$ cat config.mk
export PLATFORM = sky130hd
export DESIGN_NAME = sfif_wbm
export DESIGN_NICKNAME = d
export VERILOG_FILES = /design/src/rtl/sfif_wbm.sv
export SDC_FILE = /design/constraint.sdc
export NUM_CORES = 1
export LEC_CHECK = 0
export ABC_AREA = 1
export CORE_UTILIZATION = 47
export DETAILED_ROUTE_END_ITERATION = 8
export GPL_ROUTABILITY_DRIVEN = 0
export GPL_TIMING_DRIVEN = 0
export PLACE_DENSITY_LB_ADDON = 0.15
export SETUP_SLACK_MARGIN = 0.2
export SLEW_MARGIN = 20
export SYNTH_ARGS = -nofsm -noshare
export SYNTH_HDL_FRONTEND = slang
export SYNTH_SLANG_ARGS = --single-unit
$ cat constraint.sdc
create_clock -name wb_clk_i -period 2 [get_ports wb_clk_i]
set_clock_uncertainty 0.15 [all_clocks]
set_input_delay 0.2 -clock wb_clk_i [delete_from_list [all_inputs] [get_ports wb_clk_i]]
set_output_delay 0.2 -clock wb_clk_i [all_outputs]
set_load 0.005 [all_outputs]
$ cat src/rtl/sfif_wbm.sv
// Stream-to-Wishbone master: turns a (we, adr, len) command into a sequence of single-word
// classic Wishbone cycles, fed by a write-word stream or draining into a read-word stream.
// Each bus cycle is followed by a one-cycle idle gap. Retries, bus errors and a per-cycle
// timeout are handled, and the outcome is reported through status/xfer_cnt.
module sfif_wbm #(
  parameter int unsigned TIMEOUT   = 255,
  parameter int unsigned MAX_RETRY = 3
) (
  input  logic        wb_clk_i,
  input  logic        wb_rst_i,
  // Command interface
  input  logic        cmd_start,
  input  logic        cmd_we,
  input  logic [17:0] cmd_adr,
  input  logic [10:0] cmd_len,
  // Write-word stream
  input  logic [15:0] wr_data,
  input  logic        wr_valid,
  output logic        wr_ready,
  // Read-word stream
  output logic [15:0] rd_data,
  output logic        rd_valid,
  input  logic        rd_ready,
  // Status
  output logic        busy,
  output logic        done,
  output logic [1:0]  status,
  output logic [10:0] xfer_cnt,
  // Wishbone master
  output logic [17:0] wb_adr_o,
  output logic [15:0] wb_dat_o,
  output logic [1:0]  wb_sel_o,
  output logic        wb_we_o,
  output logic        wb_cyc_o,
  output logic        wb_stb_o,
  output logic        wb_lock_o,
  input  logic [15:0] wb_dat_i,
  input  logic        wb_ack_i,
  input  logic        wb_err_i,
  input  logic        wb_rty_i
);

  localparam int unsigned TmoW = $clog2(TIMEOUT + 1);
  localparam int unsigned RtyW = $clog2(MAX_RETRY + 2);

  localparam logic [2:0] IDLE  = 3'd0;
  localparam logic [2:0] FETCH = 3'd1;
  localparam logic [2:0] REQ   = 3'd2;
  localparam logic [2:0] GAP   = 3'd3;
  localparam logic [2:0] HOLD  = 3'd4;
  localparam logic [2:0] DONE  = 3'd5;

  logic [2:0]      state_q, state_d;
  logic            we_q, we_d;
  logic [17:0]     adr_q, adr_d;
  // Words still to be acked; 12 bits so a length of 2048 fits.
  logic [11:0]     rem_q, rem_d;
  logic [10:0]     cnt_q, cnt_d;
  logic [1:0]      status_q, status_d;
  logic [15:0]     wdat_q, wdat_d;
  logic [15:0]     rdat_q, rdat_d;
  logic [RtyW-1:0] rty_q, rty_d;
  logic [TmoW-1:0] tmo_q, tmo_d;

  // Next-state logic: command capture, bus-cycle termination handling and sequencing.
  always_comb begin
    state_d  = state_q;
    we_d     = we_q;
    adr_d    = adr_q;
    rem_d    = rem_q;
    cnt_d    = cnt_q;
    status_d = status_q;
    wdat_d   = wdat_q;
    rdat_d   = rdat_q;
    rty_d    = rty_q;
    // Timeout counter only runs while a bus cycle is outstanding.
    tmo_d    = '0;
    unique case (state_q)
      IDLE: begin
        if (cmd_start) begin
          we_d     = cmd_we;
          adr_d    = cmd_adr;
          rem_d    = (cmd_len == 11'd0) ? 12'd2048 : {1'b0, cmd_len};
          cnt_d    = '0;
          status_d = 2'b00;
          rty_d    = '0;
          state_d  = cmd_we ? FETCH : REQ;
        end
      end
      FETCH: begin
        if (wr_valid) begin
          wdat_d  = wr_data;
          state_d = REQ;
        end
      end
      REQ: begin
        tmo_d = tmo_q + TmoW'(1);
        if (wb_err_i) begin
          status_d = 2'b01;
          state_d  = DONE;
        end else if (wb_ack_i) begin
          cnt_d = cnt_q + 11'd1;
          adr_d = adr_q + 18'd2;
          rem_d = rem_q - 12'd1;
          rty_d = '0;
          if (we_q) begin
            state_d = GAP;
          end else begin
            rdat_d  = wb_dat_i;
            state_d = HOLD;
          end
        end else if (wb_rty_i) begin
          rty_d = rty_q + RtyW'(1);
          if (rty_q == RtyW'(MAX_RETRY)) begin
            status_d = 2'b10;
            state_d  = DONE;
          end else begin
            state_d = GAP;
          end
        end else if (tmo_q == TmoW'(TIMEOUT - 1)) begin
          status_d = 2'b11;
          state_d  = DONE;
        end
      end
      GAP: begin
        // A pending retry re-issues the already latched write word without refetching.
        if (rem_q == 12'd0) begin
          state_d = DONE;
        end else if (we_q && (rty_q == '0)) begin
          state_d = FETCH;
        end else begin
          state_d = REQ;
        end
      end
      HOLD: begin
        if (rd_ready) begin
          state_d = (rem_q == 12'd0) ? DONE : GAP;
        end
      end
      DONE: begin
        state_d = IDLE;
      end
      default: begin
        state_d = IDLE;
      end
    endcase
  end

  // State registers with synchronous active-high reset.
  always_ff @(posedge wb_clk_i) begin
    if (wb_rst_i) begin
      state_q  <= IDLE;
      we_q     <= 1'b0;
      adr_q    <= '0;
      rem_q    <= '0;
      cnt_q    <= '0;
      status_q <= 2'b00;
      wdat_q   <= '0;
      rdat_q   <= '0;
      rty_q    <= '0;
      tmo_q    <= '0;
    end else begin
      state_q  <= state_d;
      we_q     <= we_d;
      adr_q    <= adr_d;
      rem_q    <= rem_d;
      cnt_q    <= cnt_d;
      status_q <= status_d;
      wdat_q   <= wdat_d;
      rdat_q   <= rdat_d;
      rty_q    <= rty_d;
      tmo_q    <= tmo_d;
    end
  end

  // Outputs decoded from the current state and registers.
  always_comb begin
    wr_ready  = (state_q == FETCH) && wr_valid;
    rd_valid  = (state_q == HOLD);
    rd_data   = rdat_q;
    busy      = (state_q != IDLE);
    done      = (state_q == DONE);
    status    = status_q;
    xfer_cnt  = cnt_q;
    wb_cyc_o  = (state_q == REQ);
    wb_stb_o  = (state_q == REQ);
    wb_we_o   = (state_q == REQ) && we_q;
    wb_sel_o  = (state_q == REQ) ? 2'b11 : 2'b00;
    wb_lock_o = 1'b0;
    wb_adr_o  = adr_q;
    wb_dat_o  = wdat_q;
  end

endmodule
==> results.py, run 1 <==
metrics = {
    "final_layout": {
        "drive_gt1_share_pct": 17.7,
        "syn_to_final_growth_pct": 52.1,
        "final_area_um2": 7150,
        "fin_cells": 1031,
        "final_util_pct": 73.5,
        "n_antenna_cell": 0,
        "nets": 971,
    },
    "timing": {
        "max_slew.worst_pin.slew_ps": 745,
        "slew_headroom_pct": 50.3,
        "period_needed_ps": 1860,
        "fin_crit_sh_pct": 93.0,
        "slew_violations": 0,
        "rsz0062_at_grt": "true",
        "hold_slack_ps": 244,
        "finalSetupTns_ps": 0,
        "fin_ws_ps": 141,
        "setup_violations": 0,
        "max_freq_mhz": 538,
        "finalHoldViolCount": 0,
    },
    "setup_path": {
        "crit_type": "register to register",
        "cp.arrival_ps": 1970,
        "cp.required_ps": 2120,
        "endpoint_kind": "register",
        "reg2reg_depth": 12,
        "crit_fanout": 5,
        "path_cells": "buf_6 -> nor2_4 -> buf_6 -> nand2_4 -> buf_8 -> a21oi_4 -> nor2_4 -> buf_6 -> buf_8 -> o21ai_4 -> a21oi_2 -> nor2_1",
        "slowest_delay_ps": 400,
        "rrSetupSlack_ps": 140,
        "cp-start-kind": "register",
        "cp_slowest_cell": "dfxtp_4",
        "reg2reg_from": "state_q[0]$_SDFFE_PP0P_",
        "cp_common_cell": "buf_6",
        "reg2reg_to": "rem_q[1]$_SDFFE_PP0P_",
    },
    "yosys": {
        "mappedNetlistNets": 787,
        "synthMuxAreaShare_pct": 0.213,
        "synth_compound_area_share_pct": 15.9,
        "synth_area_um2": 4700,
        "synthDistinctLibCells": 38,
        "synthAdderAreaFrac_pct": 2.13,
        "ys_ff_latch": 90,
        "synth-xor-area-share_pct": 1.30,
        "synth_top_family_by_area": "simple AND/OR/NAND/NOR gates",
        "ys.flop_type": "dfxtp_1",
        "synth_edf_count": 0,
        "synth.most_common_cell": "nor2_1",
        "synth_warnings": 0,
        "synth_common_cells": "nor2_1, nand2_1, dfxtp_1",
        "synth_top_area_share_pct": 38.3,
        "ys_top_cells_by_area": "dfxtp_1, nor2_1, nand2_1, o21ai_0, inv_1",
        "async_flop_share_pct": 0,
        "yosys.area_share.simple_pct": 32.7,
        "yosys.area.top_type": "dfxtp_1",
        "ys_seq_area_share_pct": 38.3,
        "synth_cells": 709,
        "synth_area_per_cell_um2": 6.63,
    },
    "placement": {
        "dp_hpwl_um": 10400,
        "port_buffers": 141,
        "place_area_um2": 6280,
        "post-place-ws_ps": -384,
        "dp.cells": 983,
    },
    "routing": {
        "firstDrtPassIters": 5,
        "drtIter0Drc": 473,
        "via_count": 5680,
        "ant_nets": 0,
        "wl_per_cell_um": 15.8,
        "drc_errors": 0,
        "vias_per_cell": 5.51,
        "drt-total-wl_um": 16300,
    },
    "run": {
        "max_cap_viol_count": 0,
    },
    "global_route": {
        "met3_usage_pct": 6.22,
        "grt.met1_usage_pct": 34.7,
        "grt-busiest-layer": "met2",
        "grt_antenna_before_repair": 0,
        "first_global_vias": 4993,
        "track_usage_pct": 28.4,
        "use_met2_pct": 47.8,
        "grt_pass1_wl_um": 23100,
        "grt_start_max_net_pins": 18,
        "grt-ovfl-total": 0,
    },
    "clock_network": {
        "htree_levels": 3,
        "cts_tree": "built",
        "cts_buffer_depth": 2,
        "root_buffer": "clkbuf_8",
        "clkTransAtPathRegs_ps": 100,
        "clock-sinks": 90,
        "worstSkewPairLatency_ps": 370,
        "cts_buffers": 9,
    },
    "worst_hold_path": {
        "holdPathEnd": "wb_adr_o[2]$_SDFFE_PP0P_",
        "hold_class": "input pin to register",
        "min_from": "cmd_adr[2]",
        "whs_path_depth": 3,
    },
    "die": {
        "die_x_um": 102,
        "die_h_um": 102,
        "pin_count": 143,
        "die-area_um2": 10400,
        "row_count": 36,
        "initial_core_util_pct": 48.3,
        "core_um2": 9730,
    },
    "power": {
        "ir_drop_v": 0.000498,
        "p_leak_nw": 2.82,
        "total_power_mw": 8.47,
        "power-per-cell-area_nw_per_um2": 1180,
    },
    "outcome": {
        "outcome": "finished clean",
    },
}
critical path, delay by kind of cell, from the launching register on:
family	cells	cell delay [ps]
compound gates	3	240
flops	1	400
simple gates	4	330
buf+inv	5	650
cells by family (layout without fill, tap and decap cells):
family          Yosys count  count (layout)
compound gates          143             143
xor+xnor                  7               7
other cells               1               1
buf+inv                 100             289
flops                    90              90
mux                       1               1
fa+ha+maj                 8               8
simple gates            359             359
metal layers:
layer  part of all wire (%)  up-vias
li1                       -     2678
met1                     39     2591
met2                     47      324
met3                    8.8       87
met4                    4.5        0
met5                      0        -
area by class of cell:
| class | count | area, um^2 |
|---|---|---|
| fill | 758 | 2580 |
| sequential | 90 | 1820 |
| inverter | 71 | 277 |
| multi-input combinational | 519 | 2720 |
| buffer | 29 | 287 |
| tap | 133 | 166 |
| clock buffer | 9 | 124 |
| timing repair buffer | 173 | 1700 |
| clock inverter | 7 | 60.1 |
placed cells by master (no fill, tap or decap), types with 5 or more instances in the layout:
master,synthesis,layout
dfxtp_2,0,5
clkbuf_1,11,5
inv_1,68,63
nor2_4,4,10
buf_4,7,26
clkbuf_8,0,9
buf_2,6,7
ha_1,8,7
nand2_2,2,5
o21ai_1,1,12
buf_6,4,13
nand3_1,39,33
inv_2,2,5
a21oi_2,2,10
nor3_1,11,11
o21ai_0,88,66
nand4_1,11,11
o21ai_2,0,10
or2_2,6,6
dfxtp_1,90,83
nor2_1,140,130
a21oi_1,40,30
xor2_1,5,5
nand3_2,1,5
nand2_1,137,129
nand2_4,3,8
clkdlybuf4s50_1,0,132
nor2_2,1,5
sequential cells by signal, summed over array words and instances, names as in the netlist:
signal and count:
rd_data 16, xfer_cnt 11, state_q 3, status 2
rty_q 3, wb_dat_o 16, we_q 1, rem_q 12
tmo_q 8, wb_adr_o 18
timing repair:
action,CTS,global route
setup buffers,20,8
pin swaps,9,21
gates cloned,2,2
endpoints found under the hold margin,0,0
endpoints found under the setup margin,31,82
hold buffers,0,0
resized for setup,76,104
worst max path at each step:
stage	slack [ps]	startpoint	end
floorplan	440	state_q[1]$_SDFFE_PP0P_	wb_adr_o[4]$_SDFFE_PP0P_
global placement	-320	wb_rst_i	rd_data[15]$_SDFFE_PP0P_
detailed placement	-380	wb_rst_i	rd_data[12]$_SDFFE_PP0P_
CTS	120	state_q[1]$_SDFFE_PP0P_	wb_stb_o
global route	80	state_q[0]$_SDFFE_PP0P_	rem_q[1]$_SDFFE_PP0P_
finish	140	state_q[0]$_SDFFE_PP0P_	rem_q[1]$_SDFFE_PP0P_
report_power, final:
| part | total [mW] | internal [mW] | switching (mW) |
|---|---|---|---|
| clock | 1.21 | 0.476 | 0.735 |
| sequential | 2.60 | 2.19 | 0.408 |
| combinational | 4.66 | 2.19 | 2.47 |
| total | 8.47 | 4.86 | 3.61 |
(Power assumes the default switching activity.)
==> run 2, diff against run 1 <==
--- a/config.mk
+++ b/config.mk
@@ -10,6 +10,7 @@
 export DETAILED_ROUTE_END_ITERATION = 8
 export GPL_ROUTABILITY_DRIVEN = 0
 export GPL_TIMING_DRIVEN = 0
+export MAX_ROUTING_LAYER = met4
 export PLACE_DENSITY_LB_ADDON = 0.15
 export SETUP_SLACK_MARGIN = 0.2
 export SLEW_MARGIN = 20
==> results.py, run 2 (synthesis results as in run 1) <==
metrics = {
    "power": {
        "pwr-share-comb_pct": 54.4,
        "p_seq_share_pct": 31.2,
        "p_sw_share_pct": 42.4,
        "clkPwrFrac_pct": 14.4,
        "power-per-cell-area_nw_per_um2": 1180,
        "switching_power_mw": 3.53,
        "internal_power_mw": 4.79,
        "p_leak_nw": 2.80,
        "ir_drop_v": 0.000497,
    },
    "final_layout": {
        "n_antenna_cell": 0,
        "regArea_um2": 1820,
        "nets": 970,
        "final_cell_mix": "clkdlybuf4s50_1, nand2_1, nor2_1, dfxtp_1, o21ai_0",
        "multi_input_area_um2": 2680,
        "final_common_cell": "clkdlybuf4s50_1",
        "drive_gt1_share_pct": 16.9,
        "fin_cells": 1030,
        "nFillCells": 764,
        "syn_to_final_growth_pct": 50.7,
        "largest_reg_flops": 18,
    },
    "clock_network": {
        "hold_buffers": 0,
        "cts_buffer_depth": 2,
        "cts_tree": "built",
        "clock-sinks": 90,
        "root_buffer": "clkbuf_8",
        "worstSkewPairLatency_ps": 370,
        "cts_buffers": 9,
        "htree_levels": 3,
        "clkTransAtPathRegs_ps": 100,
    },
    "setup_path": {
        "startpoint": "state_q[0]$_SDFFE_PP0P_",
        "crit_fanout": 5,
        "endpoint_kind": "register",
        "cp_num_buf_inv": 4,
        "crit_type": "register to register",
        "reg2reg_from": "state_q[0]$_SDFFE_PP0P_",
        "cp-start-kind": "register",
        "cp_top_family": "buffers and inverters",
        "cp_slowest_cell": "dfxtp_4",
        "slowest_delay_ps": 380,
        "cp.arrival_ps": 1970,
        "path_cells": "buf_6 -> nor2_4 -> buf_6 -> nand2_4 -> buf_8 -> a21oi_4 -> nor2_4 -> nor2_4 -> buf_6 -> o21ai_1 -> a21oi_1",
        "cp.required_ps": 2140,
    },
    "routing": {
        "ant_nets": 0,
        "via_count": 5631,
        "drtIter0Drc": 427,
        "drc_errors": 0,
        "vias_per_cell": 5.47,
        "wl_per_cell_um": 15.5,
        "firstDrtPassIters": 5,
        "drt-total-wl_um": 16000,
    },
    "global_route": {
        "first_global_vias": 4997,
        "grt-ovfl-total": 0,
        "met3_usage_pct": 5.27,
        "grt_start_max_net_pins": 18,
        "grt_antenna_before_repair": 0,
        "grt-busiest-layer": "met2",
        "grt.met1_usage_pct": 34.9,
        "grt_pass1_wl_um": 23100,
        "track_usage_pct": 29.3,
        "use_met2_pct": 47.8,
    },
    "die": {
        "core_um2": 9730,
        "die_h_um": 102,
        "pin_count": 143,
        "row_count": 36,
        "die-area_um2": 10400,
        "initial_core_util_pct": 48.3,
        "die_x_um": 102,
    },
    "timing": {
        "hold_slack_ps": 250,
        "slew_violations": 0,
        "max_slew.worst_pin.slew_ps": 701,
        "setup_violations": 0,
        "fin_crit_sh_pct": 91.5,
        "rsz0062_at_grt": "true",
        "slew_headroom_pct": 53.3,
        "period_needed_ps": 1830,
        "finalHoldViolCount": 0,
        "max_freq_mhz": 547,
    },
    "outcome": {
        "outcome": "finished clean",
    },
    "worst_hold_path": {
        "hold_class": "input pin to register",
        "min_from": "cmd_adr[2]",
    },
    "placement": {
        "dp.cells": 983,
        "port_buffers": 141,
        "dp_hpwl_um": 10400,
    },
    "run": {
        "max_cap_viol_count": 0,
    },
}
==> run 2: per-stage QoR <==
step / total power, mW / util [%] / TNS [ps] / area, um^2 / worst slack, ps
floorplan: 4.43 / - / 0 / 4700 / 442
global placement: 5.68 / 64.5 / -5210 / 6280 / -321
detailed placement: 5.79 / 64.5 / -6050 / 6280 / -384
CTS: 7.56 / 69.9 / 0 / 6800 / 120
global route: 8.75 / 72.8 / 0 / 7080 / 48.4
finish: 8.32 / 72.8 / 0 / 7080 / 171
==> run 2: final timing paths <==
path | end | slack (ps) | cells after the start
max | rty_q[1]$_SDFFE_PP0P_ | 170 | 11
min reg2reg | tmo_q[7]$_SDFF_PP0_ | 330 | 2
max reg2reg | rty_q[1]$_SDFFE_PP0P_ | 170 | 11
min | wb_adr_o[2]$_SDFFE_PP0P_ | 250 | 3
==> run 2: repair_timing <==
action,CTS,global route
hold endpoints to repair,0,0
cloned,2,2
setup endpoints to repair,31,83
resized for setup,76,93
buffers inserted,20,7
pin swaps,9,17
==> run 2: power groups by stage <==
stage,sequential (mW),combinational (mW),clock [mW]
finish,2.60,4.53,1.20
global route,2.64,4.84,1.28
CTS,2.54,3.81,1.21
detailed placement,2.56,3.23,0
global placement,2.54,3.15,0
floorplan,2.51,1.92,0
==> run 2: final cells by class <==
class / instances / share of cell area, %
buffer: 29 / 3.90
clock buffer: 9 / 1.75
sequential: 90 / 25.6
inverter: 71 / 3.94
timing repair buffer: 172 / 23.8
clock inverter: 7 / 0.848
tap: 133 / 2.35
multi-input combinational: 519 / 37.8
==> run 2: worst register-to-register path: stages (launching register included) <==
cell and delay (ps):
dfxtp_4 380, buf_6 120, nor2_4 90, buf_6 110, nand2_4 50, buf_8 130
a21oi_4 130, nor2_4 70, nor2_4 150, buf_6 160, o21ai_1 80, a21oi_1 130
==> run 2: layer usage <==
layer  wire length [um]  share of wire (%)
met5                  0                  0
met4                529                3.3
met3               1330                8.3
met2               7760                 49
met1               6360                 40
==> run 3, diff against run 2 <==
--- a/config.mk
+++ b/config.mk
@@ -6,12 +6,15 @@
 export NUM_CORES = 1
 export LEC_CHECK = 0
 export ABC_AREA = 1
-export CORE_UTILIZATION = 47
+export CELL_PAD_IN_SITES_DETAIL_PLACEMENT = 1
+export CELL_PAD_IN_SITES_GLOBAL_PLACEMENT = 1
+export CORE_UTILIZATION = 32
 export DETAILED_ROUTE_END_ITERATION = 8
 export GPL_ROUTABILITY_DRIVEN = 0
 export GPL_TIMING_DRIVEN = 0
 export MAX_ROUTING_LAYER = met4
 export PLACE_DENSITY_LB_ADDON = 0.15
+export REMOVE_ABC_BUFFERS = 1
 export SETUP_SLACK_MARGIN = 0.2
 export SLEW_MARGIN = 20
 export SYNTH_ARGS = -nofsm -noshare
==> results.py, run 3 (synthesis results as in run 1) <==
metrics = {
    "timing": {
        "slew_violations": 0,
        "max_slew.worst_pin.slew_ps": 567,
        "period_needed_ps": 1950,
        "fin_crit_sh_pct": 97.6,
        "max_freq_mhz": 512,
        "finalHoldViolCount": 0,
        "hold_slack_ps": 262,
        "rsz0062_at_grt": "true",
        "slew_headroom_pct": 62.2,
        "setup_violations": 0,
    },
    "final_layout": {
        "largest_reg_flops": 18,
        "final_common_cell": "clkdlybuf4s50_1",
        "n_antenna_cell": 0,
        "final_area_um2": 7510,
        "final_util_pct": 53.3,
        "drive_gt1_share_pct": 18.4,
        "nets": 971,
        "final_cell_mix": "clkdlybuf4s50_1, nand2_1, nor2_1, dfxtp_1, inv_1",
        "syn_to_final_growth_pct": 59.8,
    },
    "clock_network": {
        "clkTransAtPathRegs_ps": 70,
        "clock-sinks": 90,
        "cts_buffer_depth": 2,
        "htree_levels": 3,
        "cts_tree": "built",
        "hold_buffers": 0,
        "root_buffer": "clkbuf_16",
        "cts_buffers": 9,
        "worstSkewPairLatency_ps": 350,
    },
    "die": {
        "die_x_um": 123,
        "core_um2": 14100,
        "die-area_um2": 15200,
        "initial_core_util_pct": 33.3,
        "die_h_um": 123,
        "row_count": 43,
        "pin_count": 143,
    },
    "routing": {
        "drtIter0Drc": 285,
        "vias_per_cell": 5.15,
        "ant_nets": 0,
        "via_count": 5553,
        "firstDrtPassIters": 4,
        "drc_errors": 0,
        "drt-total-wl_um": 19800,
        "wl_per_cell_um": 18.3,
    },
    "global_route": {
        "grt_antenna_before_repair": 1,
        "first_global_vias": 5697,
        "grt_start_max_net_pins": 48,
        "grt_pass1_wl_um": 28700,
        "grt-ovfl-total": 0,
        "track_usage_pct": 25.7,
    },
    "setup_path": {
        "crit_type": "register to register",
        "cp.arrival_ps": 2090,
        "cp.required_ps": 2140,
        "cp-start-kind": "register",
        "crit_fanout": 7,
        "endpoint_kind": "register",
    },
    "power": {
        "power-per-cell-area_nw_per_um2": 1260,
        "ir_drop_v": 0.000556,
        "p_leak_nw": 2.90,
    },
    "worst_hold_path": {
        "hold_class": "input pin to register",
    },
    "placement": {
        "port_buffers": 141,
        "dp_hpwl_um": 11100,
        "place_area_um2": 6200,
    },
    "outcome": {
        "outcome": "finished clean",
    },
    "run": {
        "max_cap_viol_count": 0,
    },
}
run 3: changes by cell type in the layout (fill, tap and decap cells not counted), sizes merged:
cell / previous run / this run
buf: 52 / 54
nor2: 145 / 147
dlymetal6s2s: 0 / 1
clkinv: 2 / 1
clkdlybuf4s15: 1 / 4
bufinv: 0 / 2
bufbuf: 0 / 1
clkbuf: 22 / 15
nand2: 142 / 145
inv: 74 / 68
dlygate4sd2: 3 / 2
clkinvlp: 2 / 4
run 3: metrics by stage:
| stage | std cells | power (mW) | setup WS (ps) | TNS (ps) |
|---|---|---|---|---|
| 2_1_floorplan | 680 | 4.21 | -176 | -2970 |
| 3_3_place_gp | 1001 | 5.51 | -1320 | -84500 |
| 3_5_place_dp | 1003 | 5.66 | -1110 | -38500 |
| 4_1_cts | 1062 | 8.61 | 25.3 | 0 |
| 5_1_grt | 1078 | 9.96 | -28.9 | -43.8 |
| 6_report | 1078 | 9.47 | 48.7 | 0 |
run 3: layout make-up:
cell class / instances / area, um^2
clock buffers: 12 / 246
repair buffers: 197 / 2020
fillers: 1742 / 6580
inverters: 71 / 299
flip-flops and latches: 90 / 1820
well taps: 180 / 225
multi-input cells: 524 / 2830
clock inverters: 4 / 75.1
run 3: final timing paths:
path	start	to	slack, ps	cells after the start
max	state_q[2]$_SDFFE_PP0P_	rem_q[3]$_SDFFE_PP0P_	50	10
min	cmd_adr[2]	wb_adr_o[2]$_SDFFE_PP0P_	260	3
max reg2reg	state_q[2]$_SDFFE_PP0P_	rem_q[3]$_SDFFE_PP0P_	50	10
min reg2reg	wb_adr_o[0]$_SDFFE_PP0P_	wb_adr_o[0]$_SDFFE_PP0P_	300	2
run 3: worst max-delay path: stages, from the launching register on:
cell,delay [ps]
dfxtp_4,370
nor2_4,160
buf_6,140
nand2_8,60
a21oi_4,190
nor2_4,90
nor2_4,150
clkinvlp_4,150
buf_8,160
buf_4,130
o22ai_2,120
run 3: what timing repair did:
item	CTS	global route
pin swaps	12	23
setup endpoints to repair	96	74
cloned	6	2
resized for setup	55	122
buffers inserted	37	14
hold endpoints to repair	0	0
run 3: power breakdown:
group	switching (mW)	internal [mW]
Clock	0.769	1.13
Sequential	0.421	2.19
Combinational	2.67	2.28
Total	3.86	5.61
run 3: per-layer routing:
layer  GRT usage, %  wire length (um)  up-vias
li1               -                 -     2664
met1           28.7              8320     2684
met2           44.4              9840      166
met3           6.00              1080       39
met4           9.56               530        0
met5              -                 0        -
